`src/rtl/stream_demux_1to2_if.sv`:
```
// Valid/ready handshake bundle for the 1-to-2 packet demultiplexer.
// The slave view belongs to the demux and the master view to its environment.
interface stream_demux_1to2_if #(
    parameter int WIDTH = 8
);
    logic [WIDTH-1:0] in_data;
    logic             in_sel;
    logic             in_last;
    logic             in_valid;
    logic             in_ready;
    logic [WIDTH-1:0] a_data;
    logic             a_last;
    logic             a_valid;
    logic             a_ready;
    logic [WIDTH-1:0] b_data;
    logic             b_last;
    logic             b_valid;
    logic             b_ready;

    modport slave (
        input  in_data, in_sel, in_last, in_valid, a_ready, b_ready,
        output in_ready, a_data, a_last, a_valid, b_data, b_last, b_valid
    );

    modport master (
        output in_data, in_sel, in_last, in_valid, a_ready, b_ready,
        input  in_ready, a_data, a_last, a_valid, b_data, b_last, b_valid
    );
endinterface

```
`src/rtl/stream_demux_1to2.sv`:
```
// Packet-aware 1-to-2 stream demultiplexer: whole packets go to slot A or B,
// with the route taken from in_sel on the first beat and locked until the last beat.
module stream_demux_1to2 #(
    parameter int WIDTH = 8,
    parameter int CNT_W = 8
) (
    input  logic                 clk,
    input  logic                 rst_n,
    stream_demux_1to2_if.slave   bus,
    output logic [CNT_W-1:0]     a_pkt_cnt,
    output logic [CNT_W-1:0]     b_pkt_cnt
);
    typedef enum logic [1:0] {
        IDLE   = 2'd0,
        LOCK_A = 2'd1,
        LOCK_B = 2'd2
    } state_t;

    localparam logic [CNT_W-1:0] CNT_ONE = CNT_W'(1);

    state_t           state_r;
    logic [WIDTH-1:0] a_data_r;
    logic [WIDTH-1:0] b_data_r;
    logic             a_last_r;
    logic             b_last_r;
    logic             a_valid_r;
    logic             b_valid_r;
    logic [CNT_W-1:0] a_cnt_r;
    logic [CNT_W-1:0] b_cnt_r;

    logic tgt_b_s;
    logic tgt_valid_s;
    logic tgt_ready_s;
    logic in_ready_s;
    logic accept_s;
    logic a_load_s;
    logic b_load_s;

    // Target selection and input acceptance; in_ready never looks at in_valid.
    always_comb begin
        tgt_b_s     = 1'b0;
        tgt_valid_s = 1'b0;
        tgt_ready_s = 1'b0;
        case (state_r)
            IDLE:    tgt_b_s = bus.in_sel;
            LOCK_A:  tgt_b_s = 1'b0;
            LOCK_B:  tgt_b_s = 1'b1;
            default: tgt_b_s = 1'b0;
        endcase
        if (tgt_b_s) begin
            tgt_valid_s = b_valid_r;
            tgt_ready_s = bus.b_ready;
        end else begin
            tgt_valid_s = a_valid_r;
            tgt_ready_s = bus.a_ready;
        end
        in_ready_s = ~tgt_valid_s | tgt_ready_s;
        accept_s   = bus.in_valid & in_ready_s;
        a_load_s   = accept_s & ~tgt_b_s;
        b_load_s   = accept_s & tgt_b_s;
    end

    // Route lock: held from the first accepted beat until the last one.
    always_ff @(posedge clk or negedge rst_n) begin
        if (!rst_n) begin
            state_r <= IDLE;
        end else if (accept_s) begin
            if (bus.in_last) begin
                state_r <= IDLE;
            end else if (tgt_b_s) begin
                state_r <= LOCK_B;
            end else begin
                state_r <= LOCK_A;
            end
        end else begin
            state_r <= state_r;
        end
    end

    // Slot A: load wins over drain so a simultaneous drain+load keeps valid high.
    always_ff @(posedge clk or negedge rst_n) begin
        if (!rst_n) begin
            a_data_r  <= '0;
            a_last_r  <= 1'b0;
            a_valid_r <= 1'b0;
        end else if (a_load_s) begin
            a_data_r  <= bus.in_data;
            a_last_r  <= bus.in_last;
            a_valid_r <= 1'b1;
        end else if (a_valid_r && bus.a_ready) begin
            a_valid_r <= 1'b0;
        end else begin
            a_valid_r <= a_valid_r;
        end
    end

    // Slot B: same behaviour as slot A.
    always_ff @(posedge clk or negedge rst_n) begin
        if (!rst_n) begin
            b_data_r  <= '0;
            b_last_r  <= 1'b0;
            b_valid_r <= 1'b0;
        end else if (b_load_s) begin
            b_data_r  <= bus.in_data;
            b_last_r  <= bus.in_last;
            b_valid_r <= 1'b1;
        end else if (b_valid_r && bus.b_ready) begin
            b_valid_r <= 1'b0;
        end else begin
            b_valid_r <= b_valid_r;
        end
    end

    // Completed-packet counters, bumped when a last beat enters a slot; wrap naturally.
    always_ff @(posedge clk or negedge rst_n) begin
        if (!rst_n) begin
            a_cnt_r <= '0;
            b_cnt_r <= '0;
        end else if (accept_s && bus.in_last) begin
            if (tgt_b_s) begin
                b_cnt_r <= b_cnt_r + CNT_ONE;
            end else begin
                a_cnt_r <= a_cnt_r + CNT_ONE;
            end
        end else begin
            a_cnt_r <= a_cnt_r;
            b_cnt_r <= b_cnt_r;
        end
    end

    assign bus.in_ready = in_ready_s;
    assign bus.a_data   = a_data_r;
    assign bus.a_last   = a_last_r;
    assign bus.a_valid  = a_valid_r;
    assign bus.b_data   = b_data_r;
    assign bus.b_last   = b_last_r;
    assign bus.b_valid  = b_valid_r;
    assign a_pkt_cnt    = a_cnt_r;
    assign b_pkt_cnt    = b_cnt_r;
endmodule
```
`src/flat_wrapper.sv`:
```
// flat-port wrapper written by rule: the top's interface ports become plain ports
module stream_demux_1to2_flat 
#(
    parameter int WIDTH = 8,
    parameter int CNT_W = 8
)
  (clk, rst_n, a_pkt_cnt, b_pkt_cnt, bus_in_data, bus_in_sel, bus_in_last, bus_in_valid, bus_a_ready, bus_b_ready, bus_in_ready, bus_a_data, bus_a_last, bus_a_valid, bus_b_data, bus_b_last, bus_b_valid);
  stream_demux_1to2_if #(.WIDTH(WIDTH)) bus_i ();
  input  logic clk;
  input  logic rst_n;
  output logic [CNT_W-1:0] a_pkt_cnt;
  output logic [CNT_W-1:0] b_pkt_cnt;
  input wire logic [$bits(bus_i.in_data)-1:0] bus_in_data;
  input wire logic [$bits(bus_i.in_sel)-1:0] bus_in_sel;
  input wire logic [$bits(bus_i.in_last)-1:0] bus_in_last;
  input wire logic [$bits(bus_i.in_valid)-1:0] bus_in_valid;
  input wire logic [$bits(bus_i.a_ready)-1:0] bus_a_ready;
  input wire logic [$bits(bus_i.b_ready)-1:0] bus_b_ready;
  output wire logic [$bits(bus_i.in_ready)-1:0] bus_in_ready;
  output wire logic [$bits(bus_i.a_data)-1:0] bus_a_data;
  output wire logic [$bits(bus_i.a_last)-1:0] bus_a_last;
  output wire logic [$bits(bus_i.a_valid)-1:0] bus_a_valid;
  output wire logic [$bits(bus_i.b_data)-1:0] bus_b_data;
  output wire logic [$bits(bus_i.b_last)-1:0] bus_b_last;
  output wire logic [$bits(bus_i.b_valid)-1:0] bus_b_valid;
  assign bus_i.in_data = bus_in_data;
  assign bus_i.in_sel = bus_in_sel;
  assign bus_i.in_last = bus_in_last;
  assign bus_i.in_valid = bus_in_valid;
  assign bus_i.a_ready = bus_a_ready;
  assign bus_i.b_ready = bus_b_ready;
  assign bus_in_ready = bus_i.in_ready;
  assign bus_a_data = bus_i.a_data;
  assign bus_a_last = bus_i.a_last;
  assign bus_a_valid = bus_i.a_valid;
  assign bus_b_data = bus_i.b_data;
  assign bus_b_last = bus_i.b_last;
  assign bus_b_valid = bus_i.b_valid;
  stream_demux_1to2 #(.WIDTH(WIDTH), .CNT_W(CNT_W)) u_core (.clk(clk), .rst_n(rst_n), .bus(bus_i), .a_pkt_cnt(a_pkt_cnt), .b_pkt_cnt(b_pkt_cnt));
endmodule
```
`config.mk`:
```
export PLATFORM = sky130hd
export DESIGN_NAME = stream_demux_1to2_flat
export DESIGN_NICKNAME = d
export VERILOG_FILES = /design/src/rtl/stream_demux_1to2_if.sv /design/src/rtl/stream_demux_1to2.sv /design/src/flat_wrapper.sv
export SDC_FILE = /design/constraint.sdc
export NUM_CORES = 1
export LEC_CHECK = 0
export ABC_AREA = 1
export CORE_AREA = 2 2 115 61
export CTS_CLUSTER_SIZE = 8
export DETAILED_ROUTE_END_ITERATION = 8
export DIE_AREA = 0 0 117 63
export MAX_ROUTING_LAYER = met4
export PLACE_DENSITY = 0.58
export SYNTH_ARGS = -nofsm -noshare
export SYNTH_HDL_FRONTEND = slang
export SYNTH_SLANG_ARGS = --single-unit
```
`constraint.sdc`:
```
create_clock -name clk -period 2.3 [get_ports clk]
set_input_delay 0.46 -clock clk [delete_from_list [all_inputs] [get_ports clk]]
set_output_delay 0.46 -clock clk [all_outputs]
set_load 0.005 [all_outputs]
```
==> impl_results.html <==
<table>
<tr><th>Metric</th><th>Value</th></tr>
<tr><th colspan="2">Status</th></tr>
<tr><td>Outcome</td><td>finished, final reports clean</td></tr>
<tr><th colspan="2">Detailed routing</th></tr>
<tr><td>Total wire length</td><td>4170 um</td></tr>
<tr><td>Via count</td><td>roughly 1500</td></tr>
<tr><td>Post-DR vias/cell</td><td>just over 4</td></tr>
<tr><td>Number of violations reported at the end of detailed-routing iteration 0</td><td>47</td></tr>
<tr><td>Antenna Violating Nets Remaining</td><td>0</td></tr>
<tr><td>Count of unresolved DRC violations after routing</td><td>0</td></tr>
<tr><td>Number of iterations in the first detailed-routing pass</td><td>5</td></tr>
<tr><td>Per-cell routed wire length</td><td>11.0 um</td></tr>
<tr><th colspan="2">Flow run</th></tr>
<tr><td>Max Cap Violations</td><td>0</td></tr>
<tr><th colspan="2">GRT</th></tr>
<tr><td>Via count of the first global-routing pass</td><td>approximately 1500</td></tr>
<tr><td>Largest net degree at the start of global routing</td><td>20</td></tr>
<tr><td>Busiest metal layer after global routing</td><td>met1</td></tr>
<tr><td>GR Util met3</td><td>3.98%</td></tr>
<tr><td>Met1 usage</td><td>around 21%</td></tr>
<tr><td>Routing usage on met2</td><td>16.1%</td></tr>
<tr><td>Total global-route track usage</td><td>approximately an eighth</td></tr>
<tr><td>Initial antenna violation count</td><td>0</td></tr>
<tr><td>Grt ovf</td><td>0</td></tr>
<tr><td>Wire length of the first global-routing pass</td><td>about 7300 um</td></tr>
<tr><th colspan="2">STA</th></tr>
<tr><td>Measured slew at the worst slew-check pin</td><td>roughly 0.37 ns</td></tr>
<tr><td>Final period utilization</td><td>between 90% and 100%</td></tr>
<tr><td>Crit path time final</td><td>about 2.2 ns</td></tr>
<tr><td>Clk_skew</td><td>around 0.0040 ns</td></tr>
<tr><td>Fmax</td><td>roughly 0.45 GHz</td></tr>
<tr><td>Rel. slew slack</td><td>75.2%</td></tr>
<tr><td>Number of pins exceeding their max-slew limit in the final report</td><td>0</td></tr>
<tr><td>Final setup violation count</td><td>0</td></tr>
<tr><td>Unrepaired setup endpoints after global routing</td><td>false</td></tr>
<tr><td>Post-route setup TNS</td><td>0 ns</td></tr>
<tr><td>Count of endpoints failing hold in the final timing report</td><td>0</td></tr>
<tr><th colspan="2">Critical path</th></tr>
<tr><td>Highest-delay cell along the critical path</td><td>clkdlybuf4s50_1</td></tr>
<tr><td>Slowest stage delay, CP</td><td>approximately 0.53 ns</td></tr>
<tr><td>Worst path required time</td><td>1.84 ns</td></tr>
<tr><td>Total buffers and inverters traversed by the critical path</td><td>2</td></tr>
<tr><td>Ordered cell list for the critical path</td><td>clkdlybuf4s50_1, nor2_1, nor2_4, nand2_1, nand2_1, clkdlybuf4s50_1</td></tr>
<tr><td>Beginning of the worst register-to-register path</td><td>u_core.state_r[1]</td></tr>
<tr><td>Largest delay share family, worst path</td><td>buffers and inverters</td></tr>
<tr><td>Class of the most critical setup path</td><td>in -&gt; out</td></tr>
<tr><td>Endpoint of the worst register-to-register path</td><td>u_core.a_pkt_cnt[7]</td></tr>
<tr><td>Maximum fanout encountered on the critical timing path</td><td>2</td></tr>
<tr><td>Worst r2r path cells</td><td>6</td></tr>
<tr><td>Minimum setup slack among reg-to-reg paths</td><td>just under 0.9 ns</td></tr>
<tr><td>Critical Path Start Type</td><td>input pin</td></tr>
<tr><td>Sort of element at the end of the critical path</td><td>primary output</td></tr>
<tr><td>Data arrival time of the worst path</td><td>1.76 ns</td></tr>
<tr><th colspan="2">Placement</th></tr>
<tr><td>RD Place Congestion</td><td>around 0.7</td></tr>
<tr><td>Port bufs</td><td>51</td></tr>
<tr><td>HPWL after detailed placement</td><td>about 3100 um</td></tr>
<tr><th colspan="2">CTS</th></tr>
<tr><td>Root Buffer Master</td><td>clkbuf_16</td></tr>
<tr><td>Number of buffers created by CTS</td><td>5</td></tr>
<tr><td>Clock Path Buffers</td><td>2</td></tr>
<tr><td>Worst skew pair latency</td><td>about 0.27 ns</td></tr>
<tr><td>Clock H-tree levels</td><td>2</td></tr>
<tr><td>CTS clk-pin slew, worst paths</td><td>around 0.060 ns</td></tr>
<tr><td>Sink Count</td><td>38</td></tr>
<tr><td>CTS tree</td><td>done</td></tr>
<tr><td>Number of cells upsized or downsized after cts</td><td>0</td></tr>
<tr><th colspan="2">Synth</th></tr>
<tr><td>Count of state elements after synthesis</td><td>38</td></tr>
<tr><td>Register area share after synthesis</td><td>approximately 51%</td></tr>
<tr><td>Net count after synthesis</td><td>241</td></tr>
<tr><td>Syn Area/Cell</td><td>approximately 8.3 um^2</td></tr>
<tr><td>Synth warn</td><td>0</td></tr>
<tr><td>Cell area after synthesis</td><td>1860 um^2</td></tr>
<tr><td>Unique masters post-synth</td><td>17</td></tr>
<tr><td>Cell count after synthesis</td><td>between 200 and 250</td></tr>
<tr><th colspan="2">Hold path</th></tr>
<tr><td>Min-Delay Endpoint</td><td>u_core.bus.a_last</td></tr>
<tr><td>Hold-critical path depth</td><td>2</td></tr>
<tr><td>Type of the most critical hold path</td><td>reg -&gt; reg</td></tr>
<tr><td>Launch instance of the worst min-delay path</td><td>u_core.bus.a_last</td></tr>
<tr><th colspan="2">Final layout</th></tr>
<tr><td>Antenna Diode Count</td><td>0</td></tr>
<tr><td>Fraction of layout cells with a size suffix above 1</td><td>~11%</td></tr>
<tr><td>Filler Cell Count</td><td>roughly 660</td></tr>
<tr><td>Synth-to-layout area growth</td><td>43.7%</td></tr>
<tr><td>Post-layout net count</td><td>approximately 300</td></tr>
<tr><th colspan="2">Die</th></tr>
<tr><td>Height of the chip</td><td>around 63 um</td></tr>
<tr><td>Core Box Area</td><td>approximately 6400 um^2</td></tr>
<tr><td>Top-level port count</td><td>52</td></tr>
<tr><td>Std cell rows</td><td>21</td></tr>
<tr><td>Initial core utilization</td><td>roughly 29%</td></tr>
<tr><td>Die area</td><td>roughly 7400 um^2</td></tr>
<tr><td>Horiz. Die Dim</td><td>between 100 and 150 um</td></tr>
<tr><th colspan="2">Pwr</th></tr>
<tr><td>Leakage</td><td>1.28 nW</td></tr>
<tr><td>Peak supply drop</td><td>about 0.4 mV</td></tr>
<tr><td>Power per cell area</td><td>about 970 nW/um^2</td></tr>
<tr><td>Total Power Consumption</td><td>roughly 2.6 mW</td></tr>
</table>
-- report_power, final --
group	switching, mW	leakage (nW)	internal [mW]
sequential	0.184	0.489	0.866
combinational	0.365	0.722	0.531
clock	0.258	0.0698	0.400
-- metrics by stage --
stage	util, %	hold WS (ns)	instance area, um^2	setup slack (ns)	instances
after floorplan	-	0.164	1860	1.04	224
after global placement	39.2	0.295	2520	0.0796	371
after detailed placement	39.2	0.296	2520	0.0856	371
after CTS	41.6	0.487	2680	0.0716	380
after global routing	41.6	0.507	2680	0.00108	380
final	41.6	0.478	2680	0.0832	380
-- placed cells by master (no fill, tap or decap) --
cell and instances:
buf_4 6, clkinvlp_4 1, inv_1 22, nand4_2 2, clkdlybuf4s50_1 50, clkinv_2 1, nand4_1 2, nor2_4 3
xor2_1 3, nand3_1 9, nand3_4 2, buf_12 1, xnor2_1 3, buf_2 1, ha_1 2, dfrtp_1 38
o21ai_0 10, nand2_1 107, clkinv_4 1, dlygate4sd3_1 1, o21ai_2 8, nor2_1 9, o21bai_4 1, clkbuf_16 5
-- tightest hold or removal path: cells and delay by family (launching register included) --
| kind | cells | cell delay, ns |
|---|---|---|
| AND/OR/NAND/NOR | 2 | 0.10 |
| flip-flops | 1 | 0.35 |
-- routing by layer --
layer  part of all wire [%]  wire length, um
met5                      0                0
met4                      0                0
met3                    5.2              216
met2                     38             1590
met1                     57             2370
-- how the worst max path moves through the flow --
stage,startpoint,endpoint,slack (ns),depth (start not counted)
floorplan,bus_a_ready,bus_in_ready,1.04,4
global placement,bus_in_sel,bus_in_ready,0.08,6
detailed placement,bus_in_sel,bus_in_ready,0.09,6
CTS,bus_in_sel,bus_in_ready,0.07,6
global route,bus_in_sel,bus_in_ready,0.001,6
finish,bus_in_sel,bus_in_ready,0.08,6
-- registers in the layout, summed over array words and instances (netlist names) --
register,flops
u_core.bus.b_data,8
u_core.bus.a_valid,1
u_core.b_pkt_cnt,8
u_core.a_pkt_cnt,8
u_core.bus.b_last,1
u_core.bus.a_last,1
u_core.bus.a_data,8
u_core.bus.b_valid,1
u_core.state_r,2
-- cell families (layout without fill, tap and decap cells) --
logic type | Yosys count | count (layout) | share of synthesized area (%)
DFF | 38 | 38 | 51.0
and+or+nand+nor | 134 | 134 | 31.5
buffers and inverters | 25 | 89 | 5.91
xor gates and xnor gates | 6 | 6 | 2.82
AOI/OAI and AO/OA | 19 | 19 | 7.45
adders and majority gates | 2 | 2 | 1.34
-- what timing repair did --
action	CTS	global route
setup buffers	0	0
endpoints found under the setup margin	0	0
endpoints found under the hold margin	4	0
hold buffers	1	0
-- cell type report --
cell class / instances / area, um^2 / area share (%)
clock buffer: 5 / 125 / 4.67
clock inverter: 3 / 21.3 / 0.794
inverter: 22 / 82.6 / 3.08
multi-input combinational: 161 / 803 / 30.0
sequential: 38 / 951 / 35.5
tap: 92 / 115 / 4.30
timing repair buffer: 59 / 581 / 21.7
-- Yosys cell counts --
library cell | count | area (um^2)
o21ai_0 | 10 | 50.1
inv_1 | 22 | 82.6
nand2_1 | 107 | 402
nand3_4 | 2 | 35.0
dfrtp_1 | 38 | 951
nand4_2 | 2 | 25.0
o21bai_4 | 1 | 18.8
ha_1 | 2 | 25.0
xor2_1 | 3 | 26.3
nor2_4 | 3 | 33.8
o21ai_2 | 8 | 70.1
buf_2 | 1 | 5.00
xnor2_1 | 3 | 26.3
nand4_1 | 2 | 12.5
buf_6 | 2 | 22.5
nand3_1 | 9 | 45.0
nor2_1 | 9 | 33.8
Note: power is estimated with default switching activity, not from simulation.
